## src/rtl/ysyx_24110015_lsu.sv

```systemverilog
// Load/store unit between execute and writeback: one request at a time, word-aligned
// bus access with byte-lane store shaping and load extraction, plus a response timeout.
module ysyx_24110015_lsu #(
  parameter int TIMEOUT_CYCLES = 255
) (
  input  logic        clk,
  input  logic        rst,
  input  logic        in_valid,
  output logic        in_ready,
  input  logic [31:0] in_addr,
  input  logic [31:0] in_wdata,
  input  logic        in_ren,
  input  logic        in_wen,
  input  logic [2:0]  in_funct3,
  output logic        req_valid,
  input  logic        req_ready,
  output logic [31:0] req_addr,
  output logic        req_wen,
  output logic [31:0] req_wdata,
  output logic [3:0]  req_wmask,
  input  logic        resp_valid,
  input  logic [31:0] resp_rdata,
  output logic        out_valid,
  input  logic        out_ready,
  output logic [31:0] out_data,
  output logic        out_err
);

  localparam int CNT_W = $clog2(TIMEOUT_CYCLES + 1);
  localparam logic [CNT_W-1:0] CNT_LAST = CNT_W'(TIMEOUT_CYCLES - 1);

  typedef enum logic [1:0] {IDLE, REQ, WAIT, DONE} state_t;

  state_t           state, state_nxt;
  logic [31:0]      addr_q, wdata_q;
  logic [3:0]       wmask_q;
  logic             wen_q;
  logic [2:0]       funct3_q;
  logic [CNT_W-1:0] cnt;

  logic             is_mem, illegal;
  logic [31:0]      shaped_wdata;
  logic [3:0]       shaped_wmask;
  logic [31:0]      load_val;
  logic [7:0]       byte_v;
  logic [15:0]      half_v;

  assign in_ready  = (state == IDLE);
  assign req_valid = (state == REQ);
  assign out_valid = (state == DONE);
  assign req_addr  = {addr_q[31:2], 2'b00};
  assign req_wen   = wen_q;
  assign req_wdata = wdata_q;
  assign req_wmask = wmask_q;

  assign is_mem = in_ren | in_wen;

  // Only memory ops are screened; a pass-through ignores funct3 entirely.
  always_comb begin
    illegal = 1'b0;
    if (in_ren && in_wen) illegal = 1'b1;
    unique case (in_funct3)
      3'b000: ;
      3'b001: if (in_addr[0]) illegal = 1'b1;
      3'b010: if (in_addr[1:0] != 2'b00) illegal = 1'b1;
      3'b100: if (in_wen) illegal = 1'b1;
      3'b101: if (in_wen || in_addr[0]) illegal = 1'b1;
      default: illegal = 1'b1;
    endcase
  end

  always_comb begin
    shaped_wdata = in_wdata;
    shaped_wmask = 4'b1111;
    unique case (in_funct3[1:0])
      2'b00: begin
        shaped_wdata = {4{in_wdata[7:0]}};
        shaped_wmask = 4'b0001 << in_addr[1:0];
      end
      2'b01: begin
        shaped_wdata = {2{in_wdata[15:0]}};
        shaped_wmask = 4'b0011 << in_addr[1:0];
      end
      default: ;
    endcase
  end

  assign byte_v = resp_rdata[{addr_q[1:0], 3'b000} +: 8];
  assign half_v = addr_q[1] ? resp_rdata[31:16] : resp_rdata[15:0];

  always_comb begin
    unique case (funct3_q)
      3'b000:  load_val = {{24{byte_v[7]}}, byte_v};
      3'b100:  load_val = {24'h0, byte_v};
      3'b001:  load_val = {{16{half_v[15]}}, half_v};
      3'b101:  load_val = {16'h0, half_v};
      default: load_val = resp_rdata;
    endcase
  end

  always_ff @(posedge clk or posedge rst) begin
    if (rst) state <= IDLE;
    else     state <= state_nxt;
  end

  always_comb begin
    state_nxt = state;
    unique case (state)
      IDLE: if (in_valid) state_nxt = (!is_mem || illegal) ? DONE : REQ;
      REQ:  if (req_ready) state_nxt = WAIT;
      WAIT: if (resp_valid || cnt == CNT_LAST) state_nxt = DONE;
      DONE: if (out_ready) state_nxt = IDLE;
      default: state_nxt = IDLE;
    endcase
  end

  // Datapath registers; resp_valid only matters while in WAIT.
  always_ff @(posedge clk or posedge rst) begin
    if (rst) begin
      addr_q   <= '0;
      wdata_q  <= '0;
      wmask_q  <= '0;
      wen_q    <= 1'b0;
      funct3_q <= '0;
      cnt      <= '0;
      out_data <= '0;
      out_err  <= 1'b0;
    end else begin
      unique case (state)
        IDLE: if (in_valid) begin
          addr_q   <= in_addr;
          wdata_q  <= shaped_wdata;
          wmask_q  <= in_wen ? shaped_wmask : 4'b0000;
          wen_q    <= in_wen;
          funct3_q <= in_funct3;
          out_data <= is_mem ? 32'h0 : in_addr;
          out_err  <= is_mem && illegal;
        end
        REQ: if (req_ready) cnt <= '0;
        WAIT: begin
          if (resp_valid) begin
            out_data <= wen_q ? 32'h0 : load_val;
            out_err  <= 1'b0;
          end else if (cnt == CNT_LAST) begin
            out_data <= 32'h0;
            out_err  <= 1'b1;
          end else begin
            cnt <= cnt + 1'b1;
          end
        end
        default: ;
      endcase
    end
  end

endmodule
```

## config.mk

```make
export PLATFORM = sky130hd
export DESIGN_NAME = ysyx_24110015_lsu
export DESIGN_NICKNAME = d
export VERILOG_FILES = /design/src/rtl/ysyx_24110015_lsu.sv
export SDC_FILE = /design/constraint.sdc
export NUM_CORES = 1
export LEC_CHECK = 0
export CORE_ASPECT_RATIO = 1.4
export CORE_UTILIZATION = 46
export DETAILED_ROUTE_END_ITERATION = 10
export PLACE_DENSITY = 0.91
export SYNTH_ARGS = -nofsm -noshare
export SYNTH_HDL_FRONTEND = slang
export SYNTH_SLANG_ARGS = --single-unit
```

## constraint.sdc

```tcl
create_clock -name clk -period 5.1 [get_ports clk]
set_clock_uncertainty 0.15 [all_clocks]
set_input_delay 1.275 -clock clk [delete_from_list [all_inputs] [get_ports clk]]
set_output_delay 1.275 -clock clk [all_outputs]
set_load 0.01 [all_outputs]
```

==> results.tsv <==
stage	metric	value	unit
outcome	status	complete, no violations	
worst_setup_path	CP Data Arrival Time	1890	ps
timing	worst rel slew slack	14.82	%
min_path	Worst Hold Class	reg -> reg	
pwr	leak pwr	3.666	nW
timing	post-route clock period utilization	65.04	%
routing	Routed Antenna Nets	0	
clock_network	cts hold-fix bufs	0	
clock_network	PostCTS Resize Cnt	0	
clock_network	Num CTS Buffers	17	
synth	Synth Area per Inst	10.10	um2
final_layout	NumNets Final	885	
job	Max Cap Viol	0	
synth	Ys Warns	0	
worst_setup_path	worst-path fanout max	8	
final_layout	Layout Cells excl Fill	963	
timing	Slew Limit Fails	0	
routing	Pre-Repair DR Iteration Count	5	
clock_network	maximum clock path buffer count	2	
synth	Post-synth EDFFs	0	
global_route	gr usage total	26.97	%
die	number of top-level pins	212	
final_layout	layout cells sized above 1	12.23	%
global_route	GRT overflow	0	
synth	ys flop type	dfrtp_1	
synth	top area cells in the synthesized netlist	dfrtp_1 (47%), mux2_2 (8.1%), a21oi_1 (4.9%)	
routing	WL final	18.00	mm
routing	vias per cell	5.575	
die	die area	13830	um2
routing	via count	5369	
timing	Worst Max-Slew Pin Slew	1273	ps
worst_setup_path	Worst setup EP type	output pin	
placed_design	Placed Cells	931	
global_route	vias in the first global route	5536	
clock_network	clock root buffer	clkbuf_16	
placed_design	final RePlAce weighted congestion	0.9009	
synth	top-area cell type share of the netlist area	46.84	%
pwr	maximum vdd ir drop	0.3451	mV
final_layout	antenna diode count	0	
clock_network	Worst-path clk slew	60	ps
timing	FMAX	301.5	MHz
routing	drt drc	0	
synth	sequential-to-total area share from yosys stat	46.84	%
clock_network	TritonCTS clock tree	yes	
placed_design	port bufs	209	
synth	Syn Std Cell Area	6143	um2
synth	Synth cell types	58	
worst_setup_path	CP required	3670	ps
pwr	PD cells	620.5	nW/um2
clock_network	worst-skew pair later-pin latency	410	ps
timing	min Tclk post-route	3317	ps
worst_setup_path	nature of the critical path startpoint	flop	
global_route	global-route wire length before repair	28.66	mm
synth	Synth top cells by count	dfrtp_1 (115), a21oi_1 (60), nor2_1 (55), o21ai_0 (48)	
die	Die Ht	138.7	um
die	Site Rows	49	
synth	share of synthesized registers carrying an async set or reset	100.0	%
placed_design	hpwl dp	12.63	mm
worst_setup_path	Max stage delay on crit path	610	ps
timing	setup TNS	0	ps
synth	top-count cell post-synth	dfrtp_1	
die	Initial Util	47.49	%
clock_network	Clock Sinks	115	
final_layout	P&R area growth vs syn	41.65	%
worst_setup_path	slowest CP cell	clkdlybuf4s50_1	
timing	RSZ-0062 raised after global routing	false	
timing	Hold Vio Cnt, Final	0	
routing	routed wire length per instance	18.69	um
global_route	initial antenna violation count	0	
timing	final setup vio count	0	
die	core area	12940	um2
worst_setup_path	CP Cell Sequence	inv_1 > ha_1 > clkdlybuf4s50_1	
synth	Mapped Cells	608	
routing	Initial DRC Count	286	
worst_setup_path	critical path class	reg -> out	
die	Die Width	99.67	um
clock_network	post-CTS setup buffer count	0	
global_route	largest net degree at the start of global routing	116	
synth	post-synth top area cell	dfrtp_1	
clock_network	# H-tree levels	4	
synth	number of synthesized register bits	115	
==> metrics by stage <==
stage | setup WS, ps | total power, mW | cell area [um2] | hold slack [ps] | util [%]
floorplan | 630.9 | 3.173 | 6147 | 330.7 | -
global placement | 1610 | 4.123 | 8109 | 311.1 | 62.69
detailed placement | 1503 | 4.207 | 8109 | 319.4 | 62.69
CTS | 1764 | 5.430 | 8702 | 332.4 | 67.27
global route | 1681 | 5.720 | 8702 | 341.5 | 67.27
finish | 1783 | 5.399 | 8702 | 327.0 | 67.27
==> logic make-up (layout without fill, tap and decap cells) <==
kind of cell             after synthesis  in the layout  share of synthesized area [%]
XOR/XNOR                               2              2                         0.2852
adder cells (fa/ha/maj)                6              6                          1.222
AND/OR/NAND/NOR                      142            142                          10.31
buffers and inverters                 84            260                          8.045
AO/OA/AOI/OAI                        182            182                          18.55
multiplexers                          76             76                          14.68
flip-flops                           115            115                          46.84
other                                  1              2                        0.06104
==> path summary, 6_finish.rpt <==
kind | start | endpoint | slack, ps | depth (start not counted)
max reg2reg | funct3_q[1] | out_data[15] | 2110 | 6
max | state[0] | in_ready | 1780 | 3
min in group asynchronous | rst | req_wdata[6] | 1220 | 3
min | req_wdata[20] | req_wdata[20] | 330 | 2
max in group asynchronous | rst | out_data[6] | 3080 | 3
min reg2reg | req_wdata[20] | req_wdata[20] | 330 | 2
==> cell usage in the layout (no fill, tap or decap), types with 10 or more instances in the layout <==
cell type / count
mux2_2: 44
a21o_1: 17
a22oi_1: 16
nor2_1: 55
nand3_1: 10
inv_1: 12
a21oi_1: 60
nand2_1: 43
mux2i_1: 26
clkdlybuf4s50_1: 209
o21ai_0: 48
dfrtp_1: 115
clkbuf_16: 17
==> registers in the layout, indices dropped and copies added, names as in the netlist <==
register / count
out_data: 32
req_wdata: 32
req_wen: 1
funct3_q: 3
cnt: 8
req_wmask: 4
state: 2
addr_q: 32
out_err: 1
==> critical path: cells and delay by family, from the launching register on <==
| kind | cells | cell delay [ps] |
|---|---|---|
| buf+inv | 2 | 710 |
| flops | 1 | 390 |
| fa+ha+maj | 1 | 380 |
==> layout make-up <==
class / count / area, um2
well taps: 178 / 222.7
clock buffers: 18 / 439.2
flip-flops and latches: 115 / 2878
multi-input cells: 410 / 2795
repair buffers: 215 / 2162
inverters: 13 / 51.30
clock inverters: 14 / 153.9
fillers: 952 / 4234
==> layer usage <==
metal / vias to the layer above / share of wire [%] / track usage (%)
met3: 57 / 7.5 / 7.762
li1: 2493 / - / -
met4: 0 / 4.3 / 13.39
met5: - / 0 / 0
met2: 277 / 51 / 45.55
met1: 2542 / 37 / 30.90
==> power by group <==
| part | switching [mW] | total (mW) | internal (mW) | leakage (nW) |
|---|---|---|---|---|
| Clock | 0.450 | 1.19 | 0.737 | 0.283 |
| Sequential | 0.313 | 1.66 | 1.35 | 1.40 |
| Combinational | 1.21 | 2.55 | 1.34 | 1.98 |
| Total | 1.97 | 5.40 | 3.43 | 3.67 |
No activity file was read; power rests on OpenSTA's default activity.
